File: config.mk
export PLATFORM = sky130hd
export DESIGN_NAME = fetch_stage_flat
export DESIGN_NICKNAME = d
export VERILOG_FILES = /design/src/rtl/fetch_stage_if.sv /design/src/rtl/fetch_stage.sv /design/src/flat_wrapper.sv
export SDC_FILE = /design/constraint.sdc
export NUM_CORES = 1
export LEC_CHECK = 0
export BUFFER_PORTS_ARGS = -buffer_cell sky130_fd_sc_hd__buf_2
export CAP_MARGIN = 10
export CORE_ASPECT_RATIO = 0.7
export CORE_MARGIN = 2
export CORE_UTILIZATION = 30
export CTS_CLUSTER_DIAMETER = 80
export DETAILED_ROUTE_END_ITERATION = 12
export GPL_TIMING_DRIVEN = 0
export PLACE_DENSITY = 0.48
export SLEW_MARGIN = 0
export SYNTH_ARGS = -nofsm -noshare
export SYNTH_HDL_FRONTEND = slang
export SYNTH_SLANG_ARGS = --single-unit
File: constraint.sdc
create_clock -name clk -period 5.99 [get_ports clk]
set_input_delay 1.198 -clock clk [delete_from_list [all_inputs] [get_ports clk]]
set_output_delay 1.198 -clock clk [all_outputs]
set_load 0.02 [all_outputs]
File: src/rtl/fetch_stage_if.sv
// Instruction-memory handshake between the fetch stage (master) and the imem (slave).
// One request is outstanding at a time; the response may arrive any number of cycles (>= 1) later.
interface fetch_stage_if #(
  parameter int ADDRESS_WIDTH = 32,
  parameter int DATA_WIDTH    = 32
);
  logic                     imem_req;
  logic [ADDRESS_WIDTH-1:0] imem_addr;
  logic [DATA_WIDTH-1:0]    imem_rdata;
  logic                     imem_valid;

  modport master (
    output imem_req,
    output imem_addr,
    input  imem_rdata,
    input  imem_valid
  );

  modport slave (
    input  imem_req,
    input  imem_addr,
    output imem_rdata,
    output imem_valid
  );
endinterface

File: src/rtl/fetch_stage.sv
// Purpose: pipeline fetch stage feeding the IF/ID register; FETCH_MISALIGN_EN adds misalign_d.
// Latency: instruction reaches IF/ID on the edge its imem_valid is seen (or when decode unstalls).
// Backpressure: stall_d parks one response in a local buffer; no new request issues until it drains.
module fetch_stage #(
  parameter int                       ADDRESS_WIDTH = 32,
  parameter int                       DATA_WIDTH    = 32,
  parameter logic [ADDRESS_WIDTH-1:0] RESET_PC      = ADDRESS_WIDTH'(32'h0000_0000)
) (
  input  logic                     clk,
  input  logic                     rst_n,
  input  logic                     stall_f,
  input  logic                     stall_d,
  input  logic                     flush_d,
  input  logic                     pc_src_e,
  input  logic [ADDRESS_WIDTH-1:0] pc_target_e,
  fetch_stage_if.master            imem,
  output logic [DATA_WIDTH-1:0]    instr_d,
  output logic [ADDRESS_WIDTH-1:0] pc_d,
  output logic [ADDRESS_WIDTH-1:0] pc_plus4_d,
  output logic                     valid_d
`ifdef FETCH_MISALIGN_EN
  ,
  output logic                     misalign_d
`endif
);

  localparam logic [DATA_WIDTH-1:0]    NOP     = DATA_WIDTH'(32'h0000_0013);
  localparam logic [ADDRESS_WIDTH-1:0] PC_STEP = ADDRESS_WIDTH'(4);

  typedef enum logic [1:0] {
    ST_REQ  = 2'd0,
    ST_WAIT = 2'd1,
    ST_HOLD = 2'd2,
    ST_DROP = 2'd3
  } state_e;

  state_e                   state_q, state_d;
  logic [ADDRESS_WIDTH-1:0] pc_f_q, pc_f_d;
  logic [ADDRESS_WIDTH-1:0] pc_plus4_f;
  logic [DATA_WIDTH-1:0]    buf_q, buf_d;

  logic [DATA_WIDTH-1:0]    ifid_instr_q, ifid_instr_d;
  logic [ADDRESS_WIDTH-1:0] ifid_pc_q, ifid_pc_d;
  logic [ADDRESS_WIDTH-1:0] ifid_pc4_q, ifid_pc4_d;
  logic                     ifid_vld_q, ifid_vld_d;

  logic                     issue;
  logic                     take_rsp;
  logic                     take_buf;
  logic                     capture;
  logic                     deliver;
  logic [DATA_WIDTH-1:0]    deliver_dat;

  assign pc_plus4_f = pc_f_q + PC_STEP;

  // ---------------------------------------------------------------- FSM
  always_ff @(posedge clk or negedge rst_n) begin
    if (!rst_n) begin
      state_q <= ST_REQ;
    end else begin
      state_q <= state_d;
    end
  end

  // A redirect in DROP still retires the stale response if it lands in the same cycle.
  always_comb begin
    state_d = state_q;
    case (state_q)
      ST_REQ: begin
        if (!pc_src_e && !stall_f) state_d = ST_WAIT;
      end
      ST_WAIT: begin
        if (imem.imem_valid) begin
          state_d = (!pc_src_e && stall_d) ? ST_HOLD : ST_REQ;
        end else if (pc_src_e) begin
          state_d = ST_DROP;
        end
      end
      ST_HOLD: begin
        if (pc_src_e || !stall_d) state_d = ST_REQ;
      end
      ST_DROP: begin
        if (imem.imem_valid) state_d = ST_REQ;
      end
      default: state_d = ST_REQ;
    endcase
  end

  always_comb begin
    issue    = 1'b0;
    take_rsp = 1'b0;
    take_buf = 1'b0;
    capture  = 1'b0;
    case (state_q)
      ST_REQ:  issue = !stall_f && !pc_src_e;
      ST_WAIT: begin
        capture  = imem.imem_valid && !pc_src_e && stall_d;
        take_rsp = imem.imem_valid && !pc_src_e && !stall_d;
      end
      ST_HOLD: take_buf = !pc_src_e && !stall_d;
      default: ;
    endcase
  end

  assign deliver     = take_rsp || take_buf;
  assign deliver_dat = take_buf ? buf_q : imem.imem_rdata;

  assign imem.imem_req  = issue;
  assign imem.imem_addr = pc_f_q;

  // ------------------------------------------------------ PC and buffer
  // A flushed delivery still consumes its slot, so the PC steps past it.
  always_comb begin
    pc_f_d = pc_f_q;
    if (pc_src_e)     pc_f_d = pc_target_e;
    else if (deliver) pc_f_d = pc_plus4_f;
  end

  assign buf_d = capture ? imem.imem_rdata : buf_q;

  always_ff @(posedge clk or negedge rst_n) begin
    if (!rst_n) begin
      pc_f_q <= RESET_PC;
      buf_q  <= '0;
    end else begin
      pc_f_q <= pc_f_d;
      buf_q  <= buf_d;
    end
  end

  // ------------------------------------------------------------- IF/ID
  always_comb begin
    ifid_instr_d = ifid_instr_q;
    ifid_pc_d    = ifid_pc_q;
    ifid_pc4_d   = ifid_pc4_q;
    ifid_vld_d   = ifid_vld_q;
    if (flush_d || (!stall_d && !deliver)) begin
      ifid_instr_d = NOP;
      ifid_vld_d   = 1'b0;
    end else if (!stall_d) begin
      ifid_instr_d = deliver_dat;
      ifid_pc_d    = pc_f_q;
      ifid_pc4_d   = pc_plus4_f;
      ifid_vld_d   = 1'b1;
    end
  end

  always_ff @(posedge clk or negedge rst_n) begin
    if (!rst_n) begin
      ifid_instr_q <= NOP;
      ifid_pc_q    <= '0;
      ifid_pc4_q   <= '0;
      ifid_vld_q   <= 1'b0;
    end else begin
      ifid_instr_q <= ifid_instr_d;
      ifid_pc_q    <= ifid_pc_d;
      ifid_pc4_q   <= ifid_pc4_d;
      ifid_vld_q   <= ifid_vld_d;
    end
  end

  assign instr_d    = ifid_instr_q;
  assign pc_d       = ifid_pc_q;
  assign pc_plus4_d = ifid_pc4_q;
  assign valid_d    = ifid_vld_q;

`ifdef FETCH_MISALIGN_EN
  logic mis_q, mis_d;

  always_comb begin
    mis_d = mis_q;
    if (flush_d || (!stall_d && !deliver)) mis_d = 1'b0;
    else if (!stall_d)                     mis_d = (pc_f_q[1:0] != 2'b00);
  end

  always_ff @(posedge clk or negedge rst_n) begin
    if (!rst_n) begin
      mis_q <= 1'b0;
    end else begin
      mis_q <= mis_d;
    end
  end

  assign misalign_d = mis_q;
`endif

endmodule

File: src/flat_wrapper.sv
// flat-port wrapper written by rule: the top's interface ports become plain ports
module fetch_stage_flat 
#(
  parameter int                       ADDRESS_WIDTH = 32,
  parameter int                       DATA_WIDTH    = 32,
  parameter logic [ADDRESS_WIDTH-1:0] RESET_PC      = ADDRESS_WIDTH'(32'h0000_0000)
)
  (clk, rst_n, stall_f, stall_d, flush_d, pc_src_e, pc_target_e, instr_d, pc_d, pc_plus4_d, valid_d, imem_imem_req, imem_imem_addr, imem_imem_rdata, imem_imem_valid);
  fetch_stage_if #(.ADDRESS_WIDTH(ADDRESS_WIDTH), .DATA_WIDTH(DATA_WIDTH)) imem_i ();
  input  logic clk;
  input  logic rst_n;
  input  logic stall_f;
  input  logic stall_d;
  input  logic flush_d;
  input  logic pc_src_e;
  input  logic [ADDRESS_WIDTH-1:0] pc_target_e;
  output logic [DATA_WIDTH-1:0] instr_d;
  output logic [ADDRESS_WIDTH-1:0] pc_d;
  output logic [ADDRESS_WIDTH-1:0] pc_plus4_d;
  output logic valid_d;
  output wire logic [$bits(imem_i.imem_req)-1:0] imem_imem_req;
  output wire logic [$bits(imem_i.imem_addr)-1:0] imem_imem_addr;
  input wire logic [$bits(imem_i.imem_rdata)-1:0] imem_imem_rdata;
  input wire logic [$bits(imem_i.imem_valid)-1:0] imem_imem_valid;
  assign imem_imem_req = imem_i.imem_req;
  assign imem_imem_addr = imem_i.imem_addr;
  assign imem_i.imem_rdata = imem_imem_rdata;
  assign imem_i.imem_valid = imem_imem_valid;
  fetch_stage #(.ADDRESS_WIDTH(ADDRESS_WIDTH), .DATA_WIDTH(DATA_WIDTH), .RESET_PC(RESET_PC)) u_core (.clk(clk), .rst_n(rst_n), .stall_f(stall_f), .stall_d(stall_d), .flush_d(flush_d), .pc_src_e(pc_src_e), .pc_target_e(pc_target_e), .imem(imem_i), .instr_d(instr_d), .pc_d(pc_d), .pc_plus4_d(pc_plus4_d), .valid_d(valid_d));
endmodule
-- Word level (Yosys, flattened, before mapping)
Cells that the tools add are included.
W data, S select, Z words.
- register bits: 163
- output and inout bits: 130
- logic and storage cells: 54
- input port bits: 71
- bitwise operators: 2
- add/subtract/negate cells: 1
- mux-type cells: 18
- eq/ne operators: 8
- reduce and logical (&&, ||, !) cells: 18
- operators by type and width (operator ; number):
    $mux W32 ; 5
    $add A32 B3 Y32 const B ; 1
    $mux W2 ; 6
    $pmux W2 S4 ; 1
    $logic_and A1 B1 Y1 ; 7
    $mux W1 ; 6
    $ne A2 B1 Y1 const B ; 3
    $eq A2 B2 Y1 const B ; 2
    $logic_not A1 Y1 ; 4
    $reduce_and A4 Y1 ; 1
    $logic_or A1 B1 Y1 ; 3
    $ne A3 B3 Y1 const B ; 1
    $eq A2 B1 Y1 const B ; 1
    $logic_not A2 Y1 ; 1
    $ne A2 B2 Y1 const B ; 1
    $not A1 Y1 ; 2
    $reduce_and A2 Y1 ; 1
    $reduce_bool A2 Y1 ; 1

-- Depth between registers and ports, before layout
Gate-level depths: netlist (run 1).
- depth after elaboration: 10
- gate-level depth with buffers: 9
- mapped depth without buffers: 5

-- Least setup slack after synthesis (run 1)
Ideal clock, no wire load.
- path type: input to output
- start point: input pc_src_e
- end point: output imem_imem_req
- path buffers: 2
- stages: 3
- required time: 4.792 ns
- data arrival time: 2.285 ns
- setup slack: 2.507 ns
- path through: clkbuf_1 -> clkbuf_1 -> nor4_1
- longest elaborated chain between the ends: 3
- RTL lines (what ; RTL line ; RTL):
    from (decl) ; flat_wrapper.sv:15 ; input logic pc_src_e;
    $logic_not A1 Y1 ; fetch_stage.sv:95 ; ST_REQ: issue = !stall_f && !pc_src_e;
    $logic_and A1 B1 Y1 ; fetch_stage.sv:95 ;
    $mux W1 ; fetch_stage.sv:94 ; case (state_q)
    to (decl) ; flat_wrapper.sv:21 ; output wire logic [$bits(imem_i.imem_req)-1:0] imem_imem_req;
Every way passes these cells.

-- Worst setup path after layout (run 1)
- start point: input imem_imem_valid
- end point: register u_core.ifid_pc4_q[3], in the netlist u_core.pc_plus4_d[3]
- longest elaborated chain between the ends: 9
- RTL lines (what ; RTL line ; RTL):
    from (decl) ; flat_wrapper.sv:24 ; input wire logic [$bits(imem_i.imem_valid)-1:0] imem_imem_valid;
    $logic_and A1 B1 Y1 (2 in a row) ; fetch_stage.sv:98 ; take_rsp = imem.imem_valid && !pc_src_e && !stall_d;
    $mux W1 ; fetch_stage.sv:94 ;
    $logic_or A1 B1 Y1 ; fetch_stage.sv:105 ; assign deliver = take_rsp || take_buf;
    $logic_not A1 Y1 ; fetch_stage.sv:137 ; if (flush_d || (!stall_d && !deliver)) begin
    $logic_and A1 B1 Y1 ; fetch_stage.sv:137 ;
    $logic_or A1 B1 Y1 ; fetch_stage.sv:137 ;
    $not A1 Y1 (no line) ; -- ;
    $reduce_and A2 Y1 (no line) ; -- ;
    to (signal assigned) ; fetch_stage.sv:157 ; ifid_pc4_q <= ifid_pc4_d;
    to (decl) ; fetch_stage.sv:44 ; logic [ADDRESS_WIDTH-1:0] ifid_pc4_q, ifid_pc4_d;
Every way passes these cells.
A chain may end at the register's enable or synchronous reset.

==> metrics.cfg, run 1 <==
[logic_synthesis]
synthMuxAreaShare_pct = 9.451
avgSynthCellArea_sq_um = 9.916
synth_simple_gate_area_share_pct = 18.89
synthAdderAreaFrac_pct = 0.1658
synth.distinct_cells = 53
syn_inst = 761
synthFlopType = dfrtp_1
yosysWarningCount = 0
synth-xor-area-share_pct = 2.437
synth-compound-area-share_pct = 11.52
synthesis.nets = 833
synth_edf_count = 0
synthArstFlopShare_pct = 100.0
synth-seq-area-share_pct = 53.44
ys_ff_latch = 161
netlist_area_sq_mm = 0.007546
synth_top_family_by_area = simple AND/OR/NAND/NOR gates

[clock_network]
numCtsBuffers = 17
root_buffer = clkbuf_16
clkLatencyLatePin_ns = 0.44
cts_tree = yes
clk_pin_slew_worst_paths_ns = 0.06
htree_levels = 4
post-cts-setup-buffers = 0
holdBufCountCts = 0
cts-resized-gates = 0
cts_buffer_depth = 2
clkSinkCount = 161

[timing]
period_needed_ns = 3.574
fmax_mhz = 279.8
timing.final.hold_violations = 0
slew_headroom_pct = 40.39
fin_crit_sh_pct = 59.66
setup_viol = 0
slew_viol_final = 0
finalClockSkew_ns = 0.01384
fin_ws_ns = 2.416
setup_tns_ns = 0
whs_ns = 0.4689
rsz0062_at_grt = no
tightest_slew_ns = 0.8881

[global_routing]
antenna_found_initial = 0
grt_pass1_wl_um = 39160
grt_overflow = 0
grt_usage_pct = 19.58
grt_util_met3_pct = 5.323
met1_usage_pct = 29.70
grt_max_degree = 83
grt_pass1_vias = 6499
grt.busiest_layer = met1
use_met2_pct = 27.46

[worst_setup_path]
critical_path_arrival_ns = 3.95
startpoint_type = input pin
critical_path_class = in -> reg
cp_data_required_time_ns = 6.36
end_kind = flip-flop
cp_max_fo = 10

[min_path]
min_path_type = reg -> reg

[floorplanning]
initial_core_util_pct = 30.57
row_count = 48
die_y_um = 136.7
dieArea_sq_mm = 0.02646
die_x_um = 193.6
design.core.area_sq_mm = 0.02468
pin_count = 201

[placement]
hpwlAfterDp_um = 18390
io_buffers = 198
place.gp.congestion = 0.8008
place_ws_ns = 1.889

[cells_and_area]
diodes = 0
finalNetCount = 1051
area_growth_pct = 27.16
drive_above_1_share_pct = 29.03

[power_and_ir_drop]
p_leak_uw = 0.004391
p_per_area_mw_per_mm2 = 389.1
peakVddDrop_uv = 198.3

[outcome]
status = finished, final reports clean

[drt]
vias = 6636
wire_per_inst_um = 19.34
drcViolationCount = 0
drt_pass1_iterations = 5
finalWirelength_um = 25470
drtIter0Drc = 422
ant_nets = 0
vias_per_cell = 5.039

[run]
max_cap_viol_count = 0

[Yosys cell counts, types with 2 or more instances]
cell type	count	area share, %
nor2b_1	2	0.17
a31oi_1	23	1.9
nand4_1	8	0.66
or4b_1	5	0.66
nor3_1	5	0.33
o2111ai_1	2	0.23
nand3_1	27	1.8
clkbuf_1	45	2.2
buf_2	10	0.66
o211ai_1	11	1.1
xnor2_1	13	1.5
xor2_1	8	0.93
o311ai_0	2	0.23
buf_4	5	0.50
o21ai_1	3	0.20
nor4_1	3	0.25
or4_1	28	2.8
a211oi_1	3	0.30
a2111oi_0	3	0.35
mux2_2	34	5.1
nand2_1	168	8.4
inv_1	5	0.25
dfrtp_1	158	52
o31ai_1	17	1.7
a21oi_1	7	0.46
and3_1	4	0.33
or3_1	3	0.25
dfstp_2	3	1.0
or2_2	2	0.17
mux2i_1	33	4.4
nor2_1	32	1.6
o21ai_0	59	3.9
o41ai_1	3	0.35
buf_1	6	0.30
and4_1	3	0.35
[routing by layer]
layer / up-vias / wire length (um)
met1: 3271 / 13190
met4: 0 / 166
met5: - / 0
li1: 3143 / -
met3: 14 / 1719
met2: 208 / 10390
[cells by family after synthesis]
group | count (synthesis)
fa+ha+maj | 1
mux | 67
flops | 161
compound gates | 140
buf+inv | 72
xor+xnor | 21
simple gates | 299
[final cells by class]
class	count	area (sq um)
Fill cell	2563	15090
Sequential cell	161	4033
Multi-Input combinational cell	528	3204
Timing Repair Buffer	199	1028
Clock buffer	20	456.7
Tap cell	325	406.6
Buffer	67	290.3
Clock inverter	12	157.7
Inverter	5	18.77
[stage by stage]
| step | power, uW | cell area [sq um] | instances | utilization (%) |
|---|---|---|---|---|
| 5_1_grt | 3955 | 9595 | 1317 | 38.87 |
| 6_report | 3733 | 9595 | 1317 | 38.87 |
| 4_1_cts | 3781 | 9595 | 1317 | 38.87 |
| 3_5_place_dp | 2599 | 8981 | 1285 | 36.38 |
| 3_3_place_gp | 2584 | 8944 | 1284 | 36.23 |
| 2_1_floorplan | 2168 | 7546 | 761 | - |
[critical path, stage by stage]
cell,delay [ns]
buf_2,0.13
nor4bb_1,0.14
clkbuf_1,0.29
o21ai_1,0.79
clkbuf_1,0.44
clkbuf_1,0.43
buf_2,0.36
nand2_1,0.09
nand2_1,0.07
[state kept, by name (all words and copies together), names as in the netlist]
register and flops:
u_core.buf_q 32, u_core.imem.imem_addr 32, u_core.instr_d 32, u_core.pc_d 30
u_core.pc_plus4_d 32, u_core.state_q 2, u_core.valid_d 1
[power breakdown]
| group | switching (uW) | internal [uW] |
|---|---|---|
| Sequential | 189 | 1380 |
| Clock | 480 | 680 |
| Combinational | 637 | 364 |
[worst paths after layout]
check | depth (start not counted) | end | startpoint | slack [ns]
setup / recovery | 9 | u_core.pc_plus4_d[3] | imem_imem_valid | 2.42
hold / removal | 2 | u_core.pc_d[20] | u_core.pc_d[20] | 0.47
setup reg to reg | 9 | u_core.pc_plus4_d[3] | u_core.state_q[0] | 2.78
hold reg to reg | 2 | u_core.pc_d[20] | u_core.pc_d[20] | 0.47
max in group asynchronous | 2 | u_core.instr_d[0] | rst_n | 4.37
min in group asynchronous | 1 | u_core.pc_d[15] | rst_n | 0.73
[cell usage in the layout, fill, tap and decap left out, drive strengths merged, types with 3 or more instances in the layout]
cell	instances
a2111oi	3
a211oi	3
a21oi	7
a31oi	23
and3	4
and4	3
buf	221
bufinv	3
clkbuf	65
clkinv	5
clkinvlp	3
dfrtp	158
dfstp	3
inv	6
mux2	34
mux2i	33
nand2	168
nand3	27
nand4	9
nor2	32
nor3	5
nor4	3
o211ai	11
o21ai	62
o31ai	17
o41ai	3
or3	3
or4	28
or4b	5
xnor2	13
xor2	8
No activity file was read; power rests on OpenSTA's default activity.
==> inputs of run 2 (changes only) <==
Clock period 5.99 ns to 3.33 ns, I/O delays scaled along.
==> metrics.cfg, run 2 (synthesized netlist as in run 1, its figures left out) <==
[worst_setup_path]
end_kind = flip-flop
critPathTopFamily = buffers and inverters
cp_max_fo = 10
reg2reg_to = u_core.pc_plus4_d[3]
critical_path_arrival_ns = 3.33
critical_path_class = reg -> reg
critPathLaunch = u_core.state_q[0]
crit_path_max_incr_delay_ns = 0.54
crit_buf_inv = 5
startpoint_type = flip-flop
cp_common_cell = clkbuf_1
cp_num_cells = 9
rr_startpoint = u_core.state_q[0]
crit_chain = buf_2 > nor4bb_1 > clkbuf_1 > o21ai_2 > clkbuf_1 > clkbuf_1 > buf_2 > nand2_1 > nand2_1
ff2ff_path_depth = 9
crit_slowest_cell = o21ai_2
cp_data_required_time_ns = 3.70
endpoint = u_core.pc_plus4_d[3]
regToRegSetupSlack_ns = 0.37

[floorplanning]
die_y_um = 136.7
die_x_um = 193.6
pin_count = 201
dieArea_sq_mm = 0.02646
initial_core_util_pct = 30.57
design.core.area_sq_mm = 0.02468
row_count = 48

[timing]
slew_headroom_pct = 40.86
setup_tns_ns = 0
setup_viol = 0
fin_crit_sh_pct = 89.00
fmax_mhz = 337.4
rsz0062_at_grt = no
tightest_slew_ns = 0.8833
slew_viol_final = 0
timing.final.hold_violations = 0
whs_ns = 0.2014
period_needed_ns = 2.964
finalClockSkew_ns = 0.01320

[run]
max_cap_viol_count = 0

[placement]
place_inst = 1285
io_buffers = 198
placed_area_sq_mm = 0.008981
hpwlAfterDp_um = 18390
place.gp.congestion = 0.8008

[drt]
wire_per_inst_um = 19.31
vias = 6635
vias_per_cell = 5.038
drt_pass1_iterations = 5
drcViolationCount = 0
ant_nets = 0
finalWirelength_um = 25430
drtIter0Drc = 422

[cells_and_area]
multi_input_area_sq_mm = 0.003208
final_cell_mix = buf_2 (207), nand2_1 (168), dfrtp_1 (158), o21ai_0 (59), clkbuf_1 (46)
register_area_sq_mm = 0.004033
instances_no_fill = 1317
num-fill-cells = 2564
diodes = 0
area_growth_pct = 27.21
drive_above_1_share_pct = 29.13
fin_area_sq_mm = 0.009599
finalNetCount = 1051
mostFrequentLayoutCell = buf_2

[clock_network]
root_buffer = clkbuf_16
cts_tree = yes
holdBufCountCts = 0
numCtsBuffers = 17
cts_buffer_depth = 2
htree_levels = 4
clkSinkCount = 161
post-cts-setup-buffers = 0
clk_pin_slew_worst_paths_ns = 0.07
clkLatencyLatePin_ns = 0.44

[global_routing]
antenna_found_initial = 0
grt_overflow = 0
grt_usage_pct = 19.58
grt_pass1_wl_um = 39160
grt_max_degree = 83
grt_pass1_vias = 6499

[min_path]
min_path_type = in -> async

[power_and_ir_drop]
finalPower_uw = 6715
p_leak_uw = 0.004391
peakVddDrop_uv = 357.0
p_per_area_mw_per_mm2 = 699.6

[outcome]
status = finished, final reports clean

-- run 2: cell counts in the layout (fill, tap and decap cells not counted) --
No cell type changed its count.
-- run 2: area by class of cell --
type                       count  area share, %
inverter                       5         0.1955
buffer                        67          3.024
multi-input combinational    528          33.42
sequential                   161          42.01
timing repair buffer         199          10.71
clock buffer                  20          4.758
clock inverter                12          1.642
tap                          325          4.236
-- run 2: per-layer routing --
metal | share of wire [%] | routed length [um] | up-vias | track usage, %
li1 | - | - | 3143 | -
met1 | 52 | 13120 | 3269 | 29.70
met2 | 41 | 10410 | 209 | 27.46
met3 | 6.8 | 1733 | 14 | 5.323
met4 | 0.65 | 165 | 0 | 4.198
met5 | 0 | 0 | - | 0
-- run 2: stage by stage --
step	worst slack [ns]	util (%)
2_1_floorplan	0.9112	-
3_3_place_gp	-1.171	36.23
3_5_place_dp	-0.2386	36.38
4_1_cts	0.02891	38.87
5_1_grt	0.1609	38.89
6_report	0.3664	38.89
-- run 2: worst min-delay path by stage --
stage                                  to             from  slack [ns]
after global placement    u_core.pc_d[20]  u_core.pc_d[20]        0.46
after floorplan           u_core.buf_q[0]            rst_n        0.37
final                     u_core.pc_d[15]            rst_n        0.20
after CTS                 u_core.pc_d[15]            rst_n        0.23
after global routing      u_core.pc_d[15]            rst_n        0.24
after detailed placement   u_core.pc_d[9]   u_core.pc_d[9]        0.46
-- run 2: repair_timing --
item / 4_1_cts / 5_1_grt
hold endpoints to repair: 0 / 0
endpoints found under the setup margin: 0 / 20
gates resized for setup: 0 / 1
-- run 2: power breakdown --
group / internal [uW] / total, uW / switching [uW]
registers: 2490 / 2830 / 340
clock network: 1220 / 2090 / 862
logic: 655 / 1800 / 1140
total: 4370 / 6720 / 2350
==> inputs of run 3 (changes only) <==
Settings changed: CELL_PAD_IN_SITES_DETAIL_PLACEMENT from default to 2, CELL_PAD_IN_SITES_GLOBAL_PLACEMENT from default to 2, PLACE_DENSITY 0.48 to 0.73.
==> metrics.cfg, run 3 (synthesized netlist as in run 1, its figures left out) <==
[power_and_ir_drop]
internal_power_uw = 4475
switchingPower_uw = 2382
p_leak_uw = 0.004396
pwr-share-comb_pct = 27.0
peakVddDrop_uv = 316.9
seqPwrFrac_pct = 41.4
pwr-share-clk_pct = 31.6
swShare_pct = 34.74
p_per_area_mw_per_mm2 = 713.5

[placement]
place.gp.congestion = 0.7931
place_ws_ns = -0.2088
hpwlAfterDp_um = 20670
place_inst = 1285
placed_area_sq_mm = 0.008981
io_buffers = 198

[worst_setup_path]
crit_slowest_cell = o21ai_2
endpoint = u_core.pc_plus4_d[1]
cp_max_fo = 10
reg2reg_to = u_core.pc_plus4_d[1]
crit_chain = buf_2 > nor4bb_1 > clkbuf_1 > o21ai_2 > clkbuf_1 > clkbuf_1 > buf_2 > nand2_1 > nand2_1
ff2ff_path_depth = 9
crit_path_max_incr_delay_ns = 0.61
rr_startpoint = u_core.state_q[0]
cp_data_required_time_ns = 3.69
startpoint_type = flip-flop
regToRegSetupSlack_ns = 0.27
cp_common_cell = clkbuf_1
critPathLaunch = u_core.state_q[0]
critical_path_class = reg -> reg
end_kind = flip-flop
critical_path_arrival_ns = 3.42

[timing]
rsz0062_at_grt = no
finalClockSkew_ns = 0.01323
tightest_slew_ns = 0.8011
fin_ws_ns = 0.2686
fin_crit_sh_pct = 91.93
slew_headroom_pct = 46.36
setup_tns_ns = 0
slew_viol_final = 0
setup_viol = 0
fmax_mhz = 326.7
timing.final.hold_violations = 0
period_needed_ns = 3.061

[cells_and_area]
drive_above_1_share_pct = 28.69
fin_area_sq_mm = 0.009609
num-fill-cells = 2714
area_growth_pct = 27.34
instances_no_fill = 1315
mostFrequentLayoutCell = buf_2
final_cell_mix = buf_2 (207), nand2_1 (168), dfrtp_1 (158), o21ai_0 (59), clkbuf_1 (49)
diodes = 0
multi_input_area_sq_mm = 0.003208
register_area_sq_mm = 0.004033
finalNetCount = 1051

[clock_network]
cts_tree = yes
clkLatencyLatePin_ns = 0.43
clkSinkCount = 161
htree_levels = 4
holdBufCountCts = 0
cts_buffer_depth = 2
clk_pin_slew_worst_paths_ns = 0.06
numCtsBuffers = 17
root_buffer = clkbuf_16

[floorplanning]
design.core.area_sq_mm = 0.02468
row_count = 48
initial_core_util_pct = 30.57
die_y_um = 136.7
dieArea_sq_mm = 0.02646
pin_count = 201
die_x_um = 193.6

[drt]
vias = 6826
finalWirelength_um = 28720
drcViolationCount = 0
drt_pass1_iterations = 4
m1WireLength_um = 14500
ant_nets = 0
wl_met3_um = 1505
vias_per_cell = 5.191
drtIter0Drc = 383
wire_per_inst_um = 21.84
top_layer = met4
wl_met2_um = 12510

[global_routing]
grt_overflow = 0
antenna_found_initial = 0
grt_max_degree = 89
grt_pass1_vias = 7448
grt_pass1_wl_um = 44820
grt_usage_pct = 22.18

[run]
max_cap_viol_count = 0

[outcome]
status = finished, final reports clean

[min_path]
min_path_type = in -> async

-- run 3: repair_timing --
item | 4_1_cts | 5_1_grt
gates resized for setup | 1 | 0
buffers inserted | 0 | 0
endpoints found under the setup margin | 12 | 0
-- run 3: cell type report --
cell class	count	share of cell area (%)
inverter	5	0.1953
tap	325	4.232
clock buffer	21	4.583
timing repair buffer	199	10.70
multi-input combinational	528	33.39
clock inverter	9	1.914
buffer	67	3.021
sequential	161	41.97
-- run 3: power groups by stage --
stage                     clock (uW)  combinational, uW  sequential, uW
after detailed placement           0               1870            2870
after floorplan                    0                631            3270
after CTS                       2230               1880            2840
after global routing            2300               2030            2920
final                           2160               1850            2840
after global placement             0               1810            2840
-- run 3: per-stage QoR --
step                total power, uW  utilization [%]  hold slack [ns]
global placement               4644            36.23           0.4583
global route                   7239            38.93           0.2351
floorplan                      3899                -           0.3704
finish                         6856            38.93           0.1947
CTS                            6949            38.93           0.2148
detailed placement             4736            36.38           0.4620
-- run 3: worst min path at each step --
stage | to | slack [ns] | depth (start not counted)
after floorplan | u_core.buf_q[0] | 0.37 | 0
after global placement | u_core.pc_d[6] | 0.46 | 2
after detailed placement | u_core.pc_d[15] | 0.46 | 2
after CTS | u_core.pc_d[12] | 0.21 | 1
after global routing | u_core.pc_d[12] | 0.24 | 1
final | u_core.pc_d[12] | 0.19 | 1
-- run 3: routing by layer --
metal  up-vias  global-route usage [%]
met4         0                   4.283
met5         -                       0
li1       3131                       -
met3        16                   4.707
met1      3528                   32.98
met2       151                   33.23
-- run 3: critical path, delay by kind of cell (launching register included) --
kind	cells	cell delay (ns)
buffers and inverters	5	1.72
AO/OA/AOI/OAI	1	0.61
flip-flops	1	0.35
AND/OR/NAND/NOR	3	0.30
